<file path="src/rtl/bank_cmd_fsm.sv">
// Single-bank command FSM. It tracks one DRAM bank through activate, read/write
// bursts and precharge. The state, the open row, busy and cmd_err all come
// from registers, so no input reaches an output within the same cycle.
module bank_cmd_fsm #(
    parameter int unsigned ADDRWIDTH = 17,
    parameter int unsigned TRCD      = 4,
    parameter int unsigned TRP       = 4,
    parameter int unsigned TBL       = 4
) (
    input  logic                 clk,
    input  logic                 reset,
    input  logic                 act,
    input  logic                 rd,
    input  logic                 wr,
    input  logic                 pre,
    input  logic [ADDRWIDTH-1:0] row,
    input  logic                 stall,
    output logic [4:0]           BankFSM,
    output logic [ADDRWIDTH-1:0] RowId,
    output logic                 busy,
    output logic                 cmd_err
);

    localparam int unsigned MaxTrcdTrp = (TRCD > TRP) ? TRCD : TRP;
    localparam int unsigned MaxCnt     = (MaxTrcdTrp > TBL) ? MaxTrcdTrp : TBL;
    localparam int unsigned CntW       = $clog2(MaxCnt + 1);

    // The encoding is visible downstream, so the state register drives BankFSM directly
    typedef enum logic [4:0] {
        StIdle        = 5'b00000,
        StActivating  = 5'b00011,
        StActive      = 5'b00100,
        StReading     = 5'b01011,
        StWriting     = 5'b10010,
        StPrecharging = 5'b01010
    } state_e;

    state_e                state_q, state_d;
    logic [CntW-1:0]       cnt_q, cnt_d;
    logic [ADDRWIDTH-1:0]  row_id_q, row_id_d;
    logic                  busy_q, busy_d;
    logic                  cmd_err_q, cmd_err_d;

    logic [2:0] n_cmds;
    logic       multi_cmd;
    logic       any_cmd;

    assign n_cmds    = {2'b00, act} + {2'b00, rd} + {2'b00, wr} + {2'b00, pre};
    assign multi_cmd = (n_cmds > 3'd1);
    assign any_cmd   = (n_cmds != 3'd0);

    // State, counter and output registers; reset abandons any operation silently
    always_ff @(posedge clk) begin
        if (reset) begin
            state_q   <= StIdle;
            cnt_q     <= '0;
            row_id_q  <= '0;
            busy_q    <= 1'b0;
            cmd_err_q <= 1'b0;
        end else begin
            state_q   <= state_d;
            cnt_q     <= cnt_d;
            row_id_q  <= row_id_d;
            busy_q    <= busy_d;
            cmd_err_q <= cmd_err_d;
        end
    end

    // Next state and down-counter; the counter reloads on each timed-state entry
    always_comb begin
        state_d = state_q;
        cnt_d   = cnt_q;
        case (state_q)
            StIdle: begin
                if (!multi_cmd && act) begin
                    state_d = StActivating;
                    cnt_d   = CntW'(TRCD);
                end
            end
            StActivating: begin
                // tRCD cannot be stretched, so stall is ignored here
                if (cnt_q <= CntW'(1)) begin
                    state_d = StActive;
                    cnt_d   = '0;
                end else begin
                    cnt_d = cnt_q - CntW'(1);
                end
            end
            StActive: begin
                if (!multi_cmd) begin
                    if (rd) begin
                        state_d = StReading;
                        cnt_d   = CntW'(TBL);
                    end else if (wr) begin
                        state_d = StWriting;
                        cnt_d   = CntW'(TBL);
                    end else if (pre) begin
                        state_d = StPrecharging;
                        cnt_d   = CntW'(TRP);
                    end
                end
            end
            StReading, StWriting: begin
                if (!stall) begin
                    if (cnt_q <= CntW'(1)) begin
                        state_d = StActive;
                        cnt_d   = '0;
                    end else begin
                        cnt_d = cnt_q - CntW'(1);
                    end
                end
            end
            StPrecharging: begin
                if (!stall) begin
                    if (cnt_q <= CntW'(1)) begin
                        state_d = StIdle;
                        cnt_d   = '0;
                    end else begin
                        cnt_d = cnt_q - CntW'(1);
                    end
                end
            end
            default: begin
                state_d = StIdle;
                cnt_d   = '0;
            end
        endcase
    end

    // Next values for the open row, busy and the command-error pulse
    always_comb begin
        row_id_d  = row_id_q;
        cmd_err_d = 1'b0;
        busy_d    = (state_d == StActivating) || (state_d == StReading) ||
                    (state_d == StWriting)    || (state_d == StPrecharging);
        if (multi_cmd) begin
            cmd_err_d = 1'b1;
        end else begin
            case (state_q)
                StIdle: begin
                    cmd_err_d = rd | wr | pre;
                    if (act) begin
                        row_id_d = row;
                    end
                end
                StActive:                                          cmd_err_d = act;
                StActivating, StReading, StWriting, StPrecharging: cmd_err_d = any_cmd;
                default:                                           cmd_err_d = 1'b0;
            endcase
        end
    end

    assign BankFSM = state_q;
    assign RowId   = row_id_q;
    assign busy    = busy_q;
    assign cmd_err = cmd_err_q;

endmodule

</file>
<file path="config.mk">
export PLATFORM = sky130hd
export DESIGN_NAME = bank_cmd_fsm
export DESIGN_NICKNAME = d
export VERILOG_FILES = /design/src/rtl/bank_cmd_fsm.sv
export SDC_FILE = /design/constraint.sdc
export NUM_CORES = 1
export LEC_CHECK = 0
export ABC_AREA = 1
export CAP_MARGIN = 0
export CORE_ASPECT_RATIO = 0.6
export CORE_MARGIN = 3
export CORE_UTILIZATION = 48
export DETAILED_ROUTE_END_ITERATION = 10
export PLACE_DENSITY = 0.84
export SLEW_MARGIN = 20
export SYNTH_ARGS = -nofsm -noshare
export SYNTH_HDL_FRONTEND = slang
export SYNTH_SLANG_ARGS = --single-unit
</file>
<file path="constraint.sdc">
create_clock -name clk -period 4.7 [get_ports clk]
set_input_delay 1.175 -clock clk [delete_from_list [all_inputs] [get_ports clk]]
set_output_delay 1.175 -clock clk [all_outputs]
set_load 0.02 [all_outputs]
</file>
==> results of run 1 <==
[cell usage after synthesis (all sizes together)]
cell / number / share of area, %
buf: 3 / 2.1
nand2: 29 / 8.1
xor2: 1 / 0.62
nand3: 13 / 5.8
or2: 1 / 0.44
ha: 5 / 4.4
nor2: 55 / 18
nor3: 1 / 0.35
o21bai: 1 / 0.53
o211ai: 1 / 0.88
fa: 1 / 1.4
a21oi: 7 / 2.5
o21ai: 18 / 6.4
clkbuf: 1 / 0.27
dfxtp: 27 / 38
nand4: 3 / 1.3
a31oi: 1 / 0.44
o21a: 1 / 0.53
inv: 26 / 7.3
o31ai: 1 / 0.53
[cells by family (layout without fill, tap and decap cells)]
| kind of cell | count (synthesis) | after routing | share of synthesized area (%) |
|---|---|---|---|
| fa+ha+maj | 6 | 6 | 5.84 |
| flops | 27 | 27 | 38.2 |
| simple gates | 102 | 102 | 33.9 |
| buf+inv | 30 | 77 | 9.65 |
| compound gates | 30 | 30 | 11.8 |
| xor+xnor | 1 | 1 | 0.620 |
[power groups by stage]
stage          clock [mW]  combinational (mW)  sequential, mW
3_3_place_gp            0               0.146           0.264
6_report            0.131               0.151           0.259
3_5_place_dp            0               0.149           0.263
5_1_grt             0.143               0.166           0.261
4_1_cts             0.134               0.150           0.259
2_1_floorplan           0              0.0688           0.280
[placed cells by master (no fill, tap or decap), types with 2 or more instances in the layout]
cell type        instances
a21oi_1                  7
clkbuf_8                 3
clkdlybuf4s50_1         47
dfxtp_1                 27
ha_1                     5
inv_1                   25
nand2_1                 27
nand2_2                  2
nand3_1                 11
nand4_1                  3
nor2_1                  46
nor2_2                   6
nor2_4                   2
o21ai_0                 17
[metrics by stage]
step	total power, mW	hold slack [ns]
final	0.541	0.529
after CTS	0.543	0.529
after floorplan	0.349	0.502
after global placement	0.410	0.487
after global routing	0.570	0.561
after detailed placement	0.413	0.505
[final timing paths]
path,endpoint,slack (ns)
min,RowId[9],0.53
min reg2reg,RowId[9],0.53
max reg2reg,BankFSM[0],3.14
max,BankFSM[1],1.29
[worst max-delay path, cell delays in order]
cell,delay (ns)
clkdlybuf4s50_1,0.50
inv_1,0.09
fa_1,0.50
inv_1,0.04
ha_1,0.18
inv_1,0.07
ha_1,0.23
nand2_1,0.17
nor2_8,0.28
inv_6,0.12
o211ai_2,0.08
nor2_1,0.08
nor2_1,0.08
[layer usage]
| metal | global-route usage [%] | part of all wire (%) | vias up |
|---|---|---|---|
| met5 | 0 | 0 | - |
| met4 | 6.86 | 1.2 | 0 |
| met3 | 5.26 | 9.3 | 7 |
| met2 | 26.9 | 39 | 71 |
| met1 | 30.5 | 51 | 594 |
| li1 | - | - | 714 |
[registers in the layout, indices dropped and copies added (netlist names)]
register and flops:
RowId 17, BankFSM 5, cnt_q 3, busy 1, cmd_err 1
[cell type report]
class	instances	area, um2
clock inverters	1	5.00
clock buffers	3	41.3
repair buffers	47	470
well taps	40	50.0
inverters	26	103
flip-flops and latches	27	541
multi-input cells	139	737
fillers	213	698
==> metrics.txt, run 1 <==
endpoint class of the critical path=flop; Synth cell types=29; register area share after synthesis=38.2%; combinational group share of total power=approximately 28%; I/O pin count=48; Slew headroom=roughly 63%; sequential share of power=47.9%; Rows=14; postcts setup bufs=0; post-route minimum period=3.41 ns; Critical Path Source=rd; final core occ=between 70 and 80%; clk_lat worst skew=0.28 ns; Final ANT Viol Nets=0; GP Congestion=0.835; unrepaired setup endpoints after global routing=no; first-pass GRT wire length=about 5600 um; Initial Utilization=a little over half; chip height=approximately 48 um; Leakage=between 0.9 and 1 nW; Hold Crit Class=flop to flop; final hold vios=0; DR vias/cell=roughly 5; clock power share=24.3%; Place WS=1.03 ns; GRT overflow=0; cts repair resizes=0; pin count of the biggest net entering global routing=23; Fmax=0.293 GHz; net switching power=166 uW; Internal=375 uW; Post-route DRC=0; # placed instances=~280; Least-Margin Pin Slew=0.547 ns; switch share=30.8%; setup ws final=1.29 ns; crit path kind=input pin to flop; cts hold-fix bufs=0; share of layout cells above drive strength 1=7.82%; cell area after layout=about 2000 um2; Worst EP required=4.91 ns; fin cells=around 280; worst r2r src=cnt_q[1]; Tot GR Track Use=roughly 20%; Worst VDD drop=214 uV; initial antenna violation count=0; synthesized area=1410 um2; critical path peak fanout=19; Setup crit start kind=input pin; Yosys warning count=0; Cells after Synth=196; # nets final=about 270; status=finished, final reports clean; TritonCTS Buffers=3; number of synthesized register bits=27; H-tree depth=1; port buffer count=47; setup TNS after final layout=0 ns; Clock Pin Slew Worst Setup and Hold Paths=0.08 ns; syn_nets=around 230; Worst Reg-to-Reg Cells=10; number of global-route vias before repair=around 1,200; hold path depth=2; hold path startpoint=RowId[9]; final cycle utilization of the critical path=72.5%; power density over the cells=278 nW/um2; clk root buf=clkbuf_8; clk_skew=~0.012 ns; max cap viols=0; final setup fails=0; TritonCTS clock tree=done; detailed placer's ending HPWL=2770 um; Pre-Repair DR Iteration Count=4; Clock Tree Buf Depth=2; via count=1,386; DIE AREA=3650 um2; core region area=2650 um2; clock sink count=27; syn_area_per_cell=7.21 um2; antenna cell count=0; placed cell areas=1900 um2; Syn-to-layout area delta=37.7%; final wirelength=3590 um; Chip Width=76.1 um; Arr. time, crit path=about 3.6 ns; Wirelength per Cell=12.7 um; Final Max Slew Viols=0; DRT iter0 DRCs=88
Power figures use the tool's default switching activity.
==> run 2: changes to the inputs <==
--- a/config.mk
+++ b/config.mk
@@ -9,9 +9,9 @@
 export CAP_MARGIN = 0
 export CORE_ASPECT_RATIO = 0.6
 export CORE_MARGIN = 3
-export CORE_UTILIZATION = 48
+export CORE_UTILIZATION = 45
 export DETAILED_ROUTE_END_ITERATION = 10
-export PLACE_DENSITY = 0.84
+export PLACE_DENSITY = 0.79
 export SLEW_MARGIN = 20
 export SYNTH_ARGS = -nofsm -noshare
 export SYNTH_HDL_FRONTEND = slang
==> constraint.sdc (replaced) <==
create_clock -name clk -period 3.2 [get_ports clk]
set_input_delay 0.8 -clock clk [delete_from_list [all_inputs] [get_ports clk]]
set_output_delay 0.8 -clock clk [all_outputs]
set_load 0.02 [all_outputs]
==> run 2 against run 1 <==
Effect of this change:
- power up 49%
- cell area up 1.7%
- largest cell class unchanged
- sequential power up 47%
- critical path depth up 2
- via count up 0.22%
- count of clock-buffer cells in the layout unchanged
- clock skew about the same
- critical endpoint is now cnt_q[2]
- combinational power up 49%
- highest routed layer unchanged
==> metrics.txt, run 2 (same netlist as run 1, synthesis figures left out) <==
clock power share=25.1%; final wirelength=3410 um; final hold vios=0; unrepaired setup endpoints after global routing=no; clock sink count=27; switch share=30.8%; Initial Utilization=48.3%; combinational group share of total power=27.9%; Pre-Repair DR Iteration Count=4; Rows=15; DR vias/cell=just under 5; postcts setup bufs=0; Clock Pin Slew Worst Setup and Hold Paths=~0.10 ns; I/O pin count=48; Final Max Slew Viols=0; Chip Width=78.4 um; Setup crit start kind=input pin; Worst EP required=about 3.4 ns; DRT iter0 DRCs=90; max cap viols=0; TritonCTS clock tree=done; number of global-route vias before repair=1,280; Worst VDD drop=210 uV; Least-Margin Pin Slew=0.569 ns; GP Congestion=0.913; GRT overflow=0; max reg flops=17; # placed instances=283; initial antenna violation count=0; Clock Tree Buf Depth=2; post-route minimum period=2.96 ns; most frequent cells in the layout=47 x clkdlybuf4s50_1, 46 x nor2_1, 27 x dfxtp_1, 27 x nand2_1, 25 x inv_1; Fmax=0.338 GHz; Pwr Total=808 uW; sequential share of power=47.0%; hold path startpoint=RowId[12]; fin cells=around 290; Tot GR Track Use=18.4%; Hold Crit Class=flop to flop; port buffer count=47; via count=1,389; endpoint class of the critical path=flop; Slew headroom=just over 60%; Post-route DRC=0; chip height=~50 um; H-tree depth=1; TritonCTS Buffers=3; # nets final=276; cts hold-fix bufs=0; fillers=253; detailed placer's ending HPWL=2560 um; Internal=between 500 and 600 uW; clk_lat worst skew=between 0.2 and 0.3 ns; cts repair resizes=0; Critical Path Source=rd; setup TNS after final layout=0 ns; antenna cell count=0; share of layout cells above drive strength 1=8.57%; status=finished, final reports clean; Leakage=0.928 nW; commonest non-fill, non-tap cell in the layout=clkdlybuf4s50_1; pin count of the biggest net entering global routing=23; clk root buf=clkbuf_8; final cycle utilization of the critical path=a little over 90%; final setup fails=0; net switching power=249 uW; worst r2r src=cnt_q[1]; first-pass GRT wire length=about 5700 um; Wirelength per Cell=11.9 um; clk_skew=approximately 0.012 ns; Final ANT Viol Nets=0; crit path kind=input pin to flop; DIE AREA=3870 um2; Syn-to-layout area delta=40.1%; Arr. time, crit path=3.17 ns; power density over the cells=between 400 and 500 nW/um2; core region area=around 2900 um2; critical path peak fanout=4
## run 2: layer usage
layer,global-route usage (%),share of wire (%)
met1,27.9,51
met4,3.78,1.2
met3,7.01,12
met2,24.1,36
met5,0,0
## run 2: per-stage QoR
stage | setup WS (ns) | utilization [%] | instance area (um2) | hold slack, ns
global placement | 0.0604 | 65.9 | 1930 | 0.485
global route | 0.0557 | 67.6 | 1980 | 0.553
detailed placement | -0.0355 | 65.9 | 1930 | 0.489
CTS | 0.254 | 67.6 | 1980 | 0.515
finish | 0.240 | 67.6 | 1980 | 0.507
floorplan | 0.620 | - | 1410 | 0.502
## run 2: worst paths after layout
path	slack, ns	depth (start not counted)	endpoint
max	0.24	15	cnt_q[2]
min	0.51	2	RowId[12]
max reg2reg	1.70	10	BankFSM[0]
min reg2reg	0.51	2	RowId[12]
## run 2: cell type report
| type | count | area, um2 | area share (%) |
|---|---|---|---|
| Clock inverter | 1 | 8.76 | 0.442 |
| Timing Repair Buffer | 49 | 498 | 25.1 |
| Sequential cell | 27 | 541 | 27.3 |
| Multi-Input combinational cell | 139 | 737 | 37.2 |
| Inverter | 26 | 103 | 5.18 |
| Tap cell | 42 | 52.6 | 2.65 |
| Clock buffer | 3 | 41.3 | 2.08 |
## run 2: power groups by stage
stage          clock, mW  combinational (mW)  sequential [mW]
6_report           0.203               0.225            0.380
2_1_floorplan          0               0.101            0.411
3_3_place_gp           0               0.221            0.387
3_5_place_dp           0               0.224            0.386
4_1_cts            0.208               0.226            0.380
5_1_grt            0.222               0.250            0.383
## run 2: worst max-delay path: stages
cell	delay [ns]
clkdlybuf4s50_1	0.50
inv_1	0.09
fa_1	0.50
inv_1	0.04
ha_1	0.18
inv_1	0.06
ha_1	0.20
nand2_1	0.16
nand4_1	0.13
nand2_1	0.06
inv_1	0.12
nand2_2	0.08
nand2_1	0.06
nand2_1	0.07
nor2_1	0.13
